`src/rtl/muxn_pkg.sv`:
```
// Shared types and helpers for the N-to-1 registered multiplexer/arbiter.
package muxn_pkg;

  typedef enum logic {
    MODE_SEL = 1'b0,
    MODE_RR  = 1'b1
  } mux_mode_t;

  // Next channel index with wrap-around at n.
  function automatic int wrap_inc(input int idx, input int n);
    return (idx >= n - 1) ? 0 : idx + 1;
  endfunction

endpackage

```
`src/rtl/muxn_arb_if.sv`:
```
// Producer/consumer bundle for muxn_arb: N input channels, one output channel.
interface muxn_arb_if #(
  parameter int N = 4,
  parameter int W = 1
);
  import muxn_pkg::*;

  localparam int SW = $clog2(N);

  logic [N*W-1:0] in_data;
  logic [N-1:0]   in_valid;
  logic [N-1:0]   in_ready;
  mux_mode_t      mode;
  logic [SW-1:0]  sel;
  logic [W-1:0]   out_data;
  logic [SW-1:0]  out_ch;
  logic           out_valid;
  logic           out_ready;

  // Environment side: drives producers and the consumer's ready.
  modport master (
    output in_data, in_valid, mode, sel, out_ready,
    input  in_ready, out_data, out_ch, out_valid
  );

  // Multiplexer side.
  modport slave (
    input  in_data, in_valid, mode, sel, out_ready,
    output in_ready, out_data, out_ch, out_valid
  );

endinterface

```
`src/rtl/rr_arbiter.sv`:
```
// Combinational rotating-priority search: first requester after ptr, wrapping.
module rr_arbiter
  import muxn_pkg::*;
#(
  parameter  int N  = 4,
  localparam int SW = $clog2(N)
) (
  input  logic [N-1:0]  req,
  input  logic [SW-1:0] ptr,
  output logic          grant_vld,
  output logic [SW-1:0] grant_idx
);

  always_comb begin
    int cand;
    // NOTE: every output gets a default first so no latch is inferred.
    grant_vld = 1'b0;
    grant_idx = '0;
    cand      = int'(ptr);
    for (int k = 0; k < N; k++) begin
      cand = wrap_inc(cand, N);
      for (int i = 0; i < N; i++) begin
        if (!grant_vld && cand == i && req[i]) begin
          grant_vld = 1'b1;
          grant_idx = SW'(i);
        end
      end
    end
  end

endmodule

```
`src/rtl/muxn_arb.sv`:
```
// N-to-1 registered mux with explicit-select or round-robin grant and one-entry output register.
module muxn_arb
  import muxn_pkg::*;
#(
  parameter int N = 4,
  parameter int W = 1
) (
  input  logic     clk,
  input  logic     rst_n,
  muxn_arb_if.slave bus
);

  localparam int SW = $clog2(N);

  logic          rr_vld;
  logic [SW-1:0] rr_idx;
  logic          sel_vld;
  logic          grant_vld;
  logic [SW-1:0] grant_idx;
  logic [W-1:0]  grant_data;
  logic          can_accept;
  logic          in_xfer;

  logic [W-1:0]  out_data_q,  out_data_d;
  logic [SW-1:0] out_ch_q,    out_ch_d;
  logic          out_valid_q, out_valid_d;
  logic [SW-1:0] ptr_q,       ptr_d;

  rr_arbiter #(.N(N)) u_rr (
    .req       (bus.in_valid),
    .ptr       (ptr_q),
    .grant_vld (rr_vld),
    .grant_idx (rr_idx)
  );

  // Compare against each legal index so a sel beyond N-1 can never match.
  always_comb begin
    sel_vld = 1'b0;
    for (int i = 0; i < N; i++) begin
      if (bus.sel == SW'(i) && bus.in_valid[i]) sel_vld = 1'b1;
    end
  end

  assign grant_vld  = (bus.mode == MODE_RR) ? rr_vld : sel_vld;
  assign grant_idx  = (bus.mode == MODE_RR) ? rr_idx : bus.sel;
  assign can_accept = !out_valid_q || bus.out_ready;
  // rst_n gates the handshake so no producer sees ready while reset is held.
  assign in_xfer    = grant_vld && can_accept && rst_n;

  always_comb begin
    bus.in_ready = '0;
    grant_data   = '0;
    for (int i = 0; i < N; i++) begin
      if (grant_idx == SW'(i)) begin
        bus.in_ready[i] = in_xfer;
        grant_data      = bus.in_data[i*W +: W];
      end
    end
  end

  always_comb begin
    out_data_d  = out_data_q;
    out_ch_d    = out_ch_q;
    out_valid_d = out_valid_q;
    ptr_d       = ptr_q;
    if (in_xfer) begin
      out_data_d  = grant_data;
      out_ch_d    = grant_idx;
      out_valid_d = 1'b1;
      ptr_d       = grant_idx;
    end else if (bus.out_ready) begin
      out_valid_d = 1'b0;
    end
  end

  // ptr resets to N-1 so the first round-robin search starts at channel 0.
  always_ff @(posedge clk or negedge rst_n) begin
    if (!rst_n) begin
      out_data_q  <= '0;
      out_ch_q    <= '0;
      out_valid_q <= 1'b0;
      ptr_q       <= SW'(N - 1);
    end else begin
      // NOTE: non-blocking assignments keep register updates order-independent.
      out_data_q  <= out_data_d;
      out_ch_q    <= out_ch_d;
      out_valid_q <= out_valid_d;
      ptr_q       <= ptr_d;
    end
  end

  assign bus.out_data  = out_data_q;
  assign bus.out_ch    = out_ch_q;
  assign bus.out_valid = out_valid_q;

endmodule

```
`src/flat_wrapper.sv`:
```
// flat-port wrapper written by rule: the top's interface ports become plain ports
module muxn_arb_flat import muxn_pkg::*;
#(
  parameter int N = 4,
  parameter int W = 1
)
  (clk, rst_n, bus_in_data, bus_in_valid, bus_mode, bus_sel, bus_out_ready, bus_in_ready, bus_out_data, bus_out_ch, bus_out_valid);
  muxn_arb_if #(.N(N), .W(W)) bus_i ();
  input  logic clk;
  input  logic rst_n;
  input wire logic [$bits(bus_i.in_data)-1:0] bus_in_data;
  input wire logic [$bits(bus_i.in_valid)-1:0] bus_in_valid;
  input wire logic [$bits(bus_i.mode)-1:0] bus_mode;
  input wire logic [$bits(bus_i.sel)-1:0] bus_sel;
  input wire logic [$bits(bus_i.out_ready)-1:0] bus_out_ready;
  output wire logic [$bits(bus_i.in_ready)-1:0] bus_in_ready;
  output wire logic [$bits(bus_i.out_data)-1:0] bus_out_data;
  output wire logic [$bits(bus_i.out_ch)-1:0] bus_out_ch;
  output wire logic [$bits(bus_i.out_valid)-1:0] bus_out_valid;
  assign bus_i.in_data = bus_in_data;
  assign bus_i.in_valid = bus_in_valid;
  assign bus_i.mode = bus_mode;
  assign bus_i.sel = bus_sel;
  assign bus_i.out_ready = bus_out_ready;
  assign bus_in_ready = bus_i.in_ready;
  assign bus_out_data = bus_i.out_data;
  assign bus_out_ch = bus_i.out_ch;
  assign bus_out_valid = bus_i.out_valid;
  muxn_arb #(.N(N), .W(W)) u_core (.clk(clk), .rst_n(rst_n), .bus(bus_i));
endmodule
```
`config.mk`:
```
export PLATFORM = sky130hd
export DESIGN_NAME = muxn_arb_flat
export DESIGN_NICKNAME = d
export VERILOG_FILES = /design/src/rtl/muxn_pkg.sv /design/src/rtl/muxn_arb_if.sv /design/src/rtl/rr_arbiter.sv /design/src/rtl/muxn_arb.sv /design/src/flat_wrapper.sv
export SDC_FILE = /design/constraint.sdc
export NUM_CORES = 1
export LEC_CHECK = 0
export ABC_AREA = 1
export BUFFER_PORTS_ARGS = -buffer_cell sky130_fd_sc_hd__buf_4
export CAP_MARGIN = 5
export CORE_MARGIN = 2
export CORE_UTILIZATION = 40
export CTS_CLUSTER_DIAMETER = 120
export CTS_CLUSTER_SIZE = 28
export DETAILED_ROUTE_END_ITERATION = 8
export GPL_TIMING_DRIVEN = 0
export PLACE_DENSITY = 0.66
export REMOVE_ABC_BUFFERS = 1
export SETUP_SLACK_MARGIN = 0.4
export SLEW_MARGIN = 20
export SYNTH_ARGS = -nofsm -noshare
export SYNTH_HDL_FRONTEND = slang
export SYNTH_HIERARCHICAL = 1
export SYNTH_SLANG_ARGS = --single-unit
```
`constraint.sdc`:
```
create_clock -name clk -period 3.2 [get_ports clk]
set_clock_uncertainty 0.05 [all_clocks]
set_input_delay 0.32 -clock clk [delete_from_list [all_inputs] [get_ports clk]]
set_output_delay 0.32 -clock clk [all_outputs]
set_load 0.01 [all_outputs]
```
# == Word-level counts from Yosys, hierarchy flattened ==
# Index checks and enable logic that the tools add are counted.
# op_classes
addsub,4
magnitude_cmp,4
n_eq_ne,18
n_mux,51
reduce_logical,61
# op_table
cell,count
32-bit zero test,4
1-bit logical AND,37
1-bit 2-to-1 mux,32
2-bit 2-to-1 mux,15
1-bit zero test,16
"6-bit by 2-bit == test with 1-bit output, second input constant",2
"5-bit by 2-bit == test with 1-bit output, second input constant",2
"2-bit == test, second input constant",4
"4-bit by 2-bit == test with 1-bit output, second input constant",2
"5-bit by 1-bit adder with 6-bit output, second input constant",1
"3-bit by 2-bit == test with 1-bit output, second input constant",2
"6-bit by 1-bit == test with 1-bit output, second input constant",1
6-bit 2-to-1 mux,1
"4-bit by 1-bit adder with 5-bit output, second input constant",1
"5-bit by 1-bit == test with 1-bit output, second input constant",1
"5-bit by 2-bit greater-or-equal comparator with 1-bit output, second input constant",1
5-bit 2-to-1 mux,1
"3-bit by 1-bit adder with 4-bit output, second input constant",1
"2-bit by 1-bit == test with 1-bit output, second input constant",2
"4-bit by 1-bit == test with 1-bit output, second input constant",1
"4-bit by 2-bit greater-or-equal comparator with 1-bit output, second input constant",1
2-bit zero test,2
4-bit 2-to-1 mux,1
"2-bit by 1-bit adder with 3-bit output, second input constant",1
6 further kinds,6
# word_totals
register_bits,6
input_bits,14
output_inout_bits,8
word_cells,142

# == Logic depth before layout (Yosys ltp) ==
# depth
ltp_word,71
mapped_depth,20
depth_no_buf,20

# == Hierarchy ==
# The synthesis kept the hierarchy.
# modules_own_cells
module,n_inst,cells_each,area_per_inst_um2,seq_area_each_um2
muxn_arb,1,61,410.4,152.6
rr_arbiter,1,48,244.0,0.0

# == Least setup slack after synthesis ==
# No wires, ideal clock.
# synth_timing
path_kind,register to output
from,register u_core.ptr_q[0]
to,output port bus_in_ready[0]
t_arrival_ns,2.203
required_time_ns,2.830
setup_slack_ns,0.627
stages_incl_launch_ff,19
path_buffers,0
cell_sequence,dfstp_2 > inv_2 > nand3_1 > nand3_2 > nor2_2 > nand4_2 > nor2_2 > nand4_2 > nor2_2 > nand3_1 > nand3_1 > inv_1 > nand2_1 > nand2_1 > nor2_1 > nand2_2 > nor2_8 > inv_2 > nor3_2
# synth_between
elab_chain_len,69
word_cells_on_any_way,111
cone_classes,4 x add/sub; 4 x order compare; 12 x eq/ne; 38 x mux; 53 x reduce/logical
# synth_rtl
item,line_no,text
"start, declared",muxn_arb.sv:27,"logic [SW-1:0] ptr_q, ptr_d;"
"start signal, assigned",muxn_arb.sv:82,ptr_q <= SW'(N - 1);
"start signal, assigned",muxn_arb.sv:88,ptr_q <= ptr_d;
2-bit by 1-bit adder with 3-bit output or 2-bit greater-or-equal comparator (tied branches),muxn_pkg.sv:11,return (idx >= n - 1) ? 0 : idx + 1;
3-bit 2-to-1 mux (*),muxn_pkg.sv:11,
32-bit zero test,rr_arbiter.sv:23,if (!grant_vld && cand == i && req[i]) begin
1-bit logical AND,rr_arbiter.sv:23,
1-bit 2-to-1 mux,rr_arbiter.sv:23,
1-bit zero test,rr_arbiter.sv:23,
1-bit logical AND (2 in a row),rr_arbiter.sv:23,
1-bit 2-to-1 mux,rr_arbiter.sv:23,
[... 51 more ...],-,
1-bit 2-to-1 mux,rr_arbiter.sv:23,
1-bit zero test,rr_arbiter.sv:23,
1-bit logical AND (2 in a row),rr_arbiter.sv:23,
1-bit 2-to-1 mux (*),rr_arbiter.sv:23,
named net u_core.rr_vld,muxn_arb.sv:15,logic rr_vld;
1-bit 2-to-1 mux (*),muxn_arb.sv:44,assign grant_vld = (bus.mode == MODE_RR) ? rr_vld : sel_vld;
1-bit logical AND (*) (2 in a row),muxn_arb.sv:48,assign in_xfer = grant_vld && can_accept && rst_n;
1-bit 2-to-1 mux (*),muxn_arb.sv:54,if (grant_idx == SW'(i)) begin
"end, declared",flat_wrapper.sv:16,output wire logic [$bits(bus_i.in_ready)-1:0] bus_in_ready;
# The timed path passes the listed nets; every way through them passes the cells marked *.

# == Final worst setup path ==
# layout_timing
from,register u_core.ptr_q[0]
to,output port bus_in_ready[1]
# layout_between
word_cells_on_any_way,111
cone_classes,4 x add/sub; 4 x order compare; 13 x eq/ne; 38 x mux; 52 x reduce/logical
# layout_rtl
item,line_no,text
2-bit by 1-bit adder with 3-bit output or 2-bit greater-or-equal comparator (tied branches),muxn_pkg.sv:11,
3-bit 2-to-1 mux (*),muxn_pkg.sv:11,
32-bit zero test,rr_arbiter.sv:23,
1-bit logical AND,rr_arbiter.sv:23,
1-bit 2-to-1 mux,rr_arbiter.sv:23,
1-bit zero test,rr_arbiter.sv:23,
1-bit logical AND (2 in a row),rr_arbiter.sv:23,
1-bit 2-to-1 mux,rr_arbiter.sv:23,
[... 51 more ...],-,
1-bit 2-to-1 mux,rr_arbiter.sv:23,
1-bit zero test,rr_arbiter.sv:23,
1-bit logical AND (2 in a row),rr_arbiter.sv:23,
2-bit 2-to-1 mux (*),rr_arbiter.sv:23,
named net u_core.rr_idx[0],muxn_arb.sv:16,logic [SW-1:0] rr_idx;
2-bit 2-to-1 mux (*),muxn_arb.sv:45,assign grant_idx = (bus.mode == MODE_RR) ? rr_idx : bus.sel;
2-bit by 1-bit == test with 1-bit output (*),muxn_arb.sv:54,
1-bit 2-to-1 mux (*),muxn_arb.sv:54,
# Marks and branches as above.

==> metrics.yaml <==
floorplanning:
  rows: 14
  die-width_um: 44.4
  start_util_pct: 42.9
  dieArea_um2: 1980
  fp.dieH_um: 44.4
  design.portCount: 22
  core_outline_area_um2: 1520
place:
  post_dp_cell_area_um2: 832
  dpl.hpwl_um: 1280
  numPortBuffers: 21
  worst_case_setup_slack_after_placement_ps: 332
  gp_congestion: 0.810
critical_path:
  critical_path_class: "flip-flop to output pin"
  cell_class_contributing_the_biggest_share_of_worst_path_delay: "simple AND/OR/NAND/NOR gates"
  critPathBufInv: 6
  cpPeakStageDelay_ps: 570
  worst_setup_path_start_kind: "flip-flop"
  required_ps: 2830
  critical_path_arrival_ps: 2640
  setup.worst_path.end_class: "output pin"
  critPathMaxFanout: 3
  critical_path.slowest_cell: "sky130_fd_sc_hd__dfstp_2"
  critical_path.cell_chain: "inv_2, nand3_2, nand3_2, nor2_4, nand4_2, nor2_2, nand4_2, nor2_4, nand3_2, buf_4, buf_4, nand2_1, inv_1, nand2_1, nand2_2, inv_4, nand2_4, nor2_1, buf_4"
synthesis:
  post_synth_main_area_contributors: "sky130_fd_sc_hd__nand2_1 (21%), sky130_fd_sc_hd__dfrtp_1 (15%), sky130_fd_sc_hd__nand3_1 (9.2%), sky130_fd_sc_hd__dfstp_2 (8.0%), sky130_fd_sc_hd__nor2_1 (6.9%)"
  post_synth_cell_types: 21
  synthesis.area_um2: 654
  syn_inst: 109
  netlist_top_cells_count: "sky130_fd_sc_hd__nand2_1 (36), sky130_fd_sc_hd__nand3_1 (12), sky130_fd_sc_hd__nor2_1 (12)"
  synth_ff_type: "sky130_fd_sc_hd__dfrtp_1"
  synthDominantCellAreaShare_pct: 20.7
  synth_sequential_area_ratio_pct: 23.3
  synth-seq-cells: 6
  synth_largest_area_cell: "sky130_fd_sc_hd__nand2_1"
  cell_with_the_most_instances_after_synthesis: "sky130_fd_sc_hd__nand2_1"
  synth-edff-count: 0
  asyncSetResetFlopFracSynth_pct: 100
  synth.yosys.warnings: 6
  avgSynthCellArea_um2: 6.00
timing:
  finalWorstSetupSlack_ps: 190
  hold-worst-slack_ps: 227
  min_period_over_period_pct: 94.1
  fin_crit_ps: 3010
  drv_slew: 0
  relSlewSlack_pct: 83.5
  achievable-frequency_mhz: 332
  timing.final.setup_violations: 0
  tightest_slew_ps: 246
  grt_setup_unrepaired: "true"
  final-hold-violation-count: 0
power:
  intPower_mw: 0.513
  net-switching-power_mw: 0.438
  power.combinational.fraction_pct: 75.8
  power_frac_seq_pct: 16.3
  power.ir.vdd_worst_mv: 0.426
  power.static_leakage_nw: 0.629
  p_sw_share_pct: 46.1
  total_power_mw: 0.951
  cellPowerDensity_nw_per_um2: 821
  clock_power_share_pct: 7.9
clocking:
  clk_transition_reported_paths_ps: 40
  cts.htree.levels: 1
  clk_lat_worst_skew_ps: 240
  cts_buffers: 3
  clock-sinks: 6
  cts-root-buf: "sky130_fd_sc_hd__clkbuf_4"
  ctsLongestPathBuffers: 2
  cts_tree: "built"
run:
  drv.max_cap_violation_count: 0
finish:
  number_of_nets_in_the_layout: 174
  finish.utilization_pct: 76.0
  layout-area-overhead-vs-synth_pct: 77.1
  fillers: 122
  postLayoutCellArea_um2: 1160
  drive_gt1_share_pct: 54.1
  num_antenna_cells: 0
drt:
  postRouteAntennaNets: 0
  routed_via_density: 4.97
  drc: 0
  pre_repair_dr_iteration_count: 4
  wl_per_cell_um: 11.6
  drt-initial-drc-count: 17
  wirelength_um: 2030
  num_vias: 870
global_route:
  antenna_found_initial: 0
  wire_length_of_the_first_global_routing_pass_um: 3110
  global_route.overflow_total: 0
  gr-usage-all-layers_pct: 21.0
  grt_max_degree: 8
  first_global_vias: 776
hold_path:
  worstHoldPathType: "input pin to flip-flop"
run_status:
  status: "completed"
-- area by class of cell --
class / instances / area [µm²] / share of cell area, %
clock buffer: 4 / 26.3 / 2.27
inverter: 15 / 61.3 / 5.29
multi-input combinational: 88 / 532 / 45.9
sequential: 6 / 153 / 13.2
tap: 16 / 20.0 / 1.73
timing repair buffer: 46 / 367 / 31.6
-- worst register-to-register path, delay by kind of cell, from the launching register on --
| family | cells | cell delay [ps] |
|---|---|---|
| buffers and inverters | 6 | 560 |
| AND/OR/NAND/NOR | 14 | 1280 |
| flip-flops | 1 | 570 |
-- final timing paths --
path	from	endpoint	slack, ps	cells past startpoint
max	u_core/ptr_q[0]	bus_in_ready[1]	190	19
min	bus_out_ready	u_core/bus.out_valid	230	2
min reg2reg	u_core/bus.out_ch[1]	u_core/bus.out_ch[1]	430	2
max in group asynchronous	rst_n	u_core/bus.out_valid	1940	3
max reg2reg	u_core/ptr_q[0]	u_core/bus.out_data	620	20
min in group asynchronous	rst_n	u_core/ptr_q[1]	540	2
-- power by group through the flow --
stage,combinational [mW],sequential [mW],clock [mW]
final,0.721,0.155,0.0749
after global routing,0.786,0.160,0.0847
after CTS,0.588,0.154,0.0780
after detailed placement,0.430,0.158,0
after global placement,0.424,0.158,0
after floorplan,0.305,0.163,0
-- placed cells by master, fill, tap and decap left out, drive strengths merged --
master,count
buf,44
nand2,43
nor2,18
inv,15
nand3,13
nand4,5
dfrtp,4
clkbuf,4
nor3,4
dlygate4sd3,2
dfstp,2
o21ai,2
nand3b,1
o211ai,1
a21oi,1
-- logic make-up (layout without fill, tap and decap cells) --
logic type,count (synthesis),in the layout,synth area share [%]
flops,6,6,23.3
buf+inv,15,65,8.79
compound gates,4,4,3.44
simple gates,84,84,64.4
-- stage by stage --
step / setup TNS (ps) / cells
2_1_floorplan: 0 / 109
3_3_place_gp: 0 / 146
3_5_place_dp: 0 / 146
4_1_cts: 0 / 169
5_1_grt: -35.9 / 175
6_report: 0 / 175
-- timing repair --
action	4_1_cts	5_1_grt
setup buffers	17	6
pin swaps	5	9
endpoints found under the setup margin	4	4
hold buffers	2	0
gates resized for setup	7	19
endpoints found under the hold margin	4	0
-- state kept, by name, summed over array words and instances (netlist names) --
signal / count
u_core/bus.out_ch: 2
u_core/bus.out_data: 1
u_core/bus.out_valid: 1
u_core/ptr_q: 2
-- routing by layer --
| metal | wire length (µm) | part of all wire, % | up-vias | track usage [%] |
|---|---|---|---|---|
| met2 | 1090 | 54 | 22 | 38.2 |
| met1 | 864 | 43 | 397 | 25.2 |
| met5 | 0 | 0 | - | 0 |
| li1 | - | - | 451 | - |
| met3 | 75 | 3.7 | 0 | 4.90 |
| met4 | 0 | 0 | 0 | 3.64 |
No activity file was read; power rests on OpenSTA's default activity.
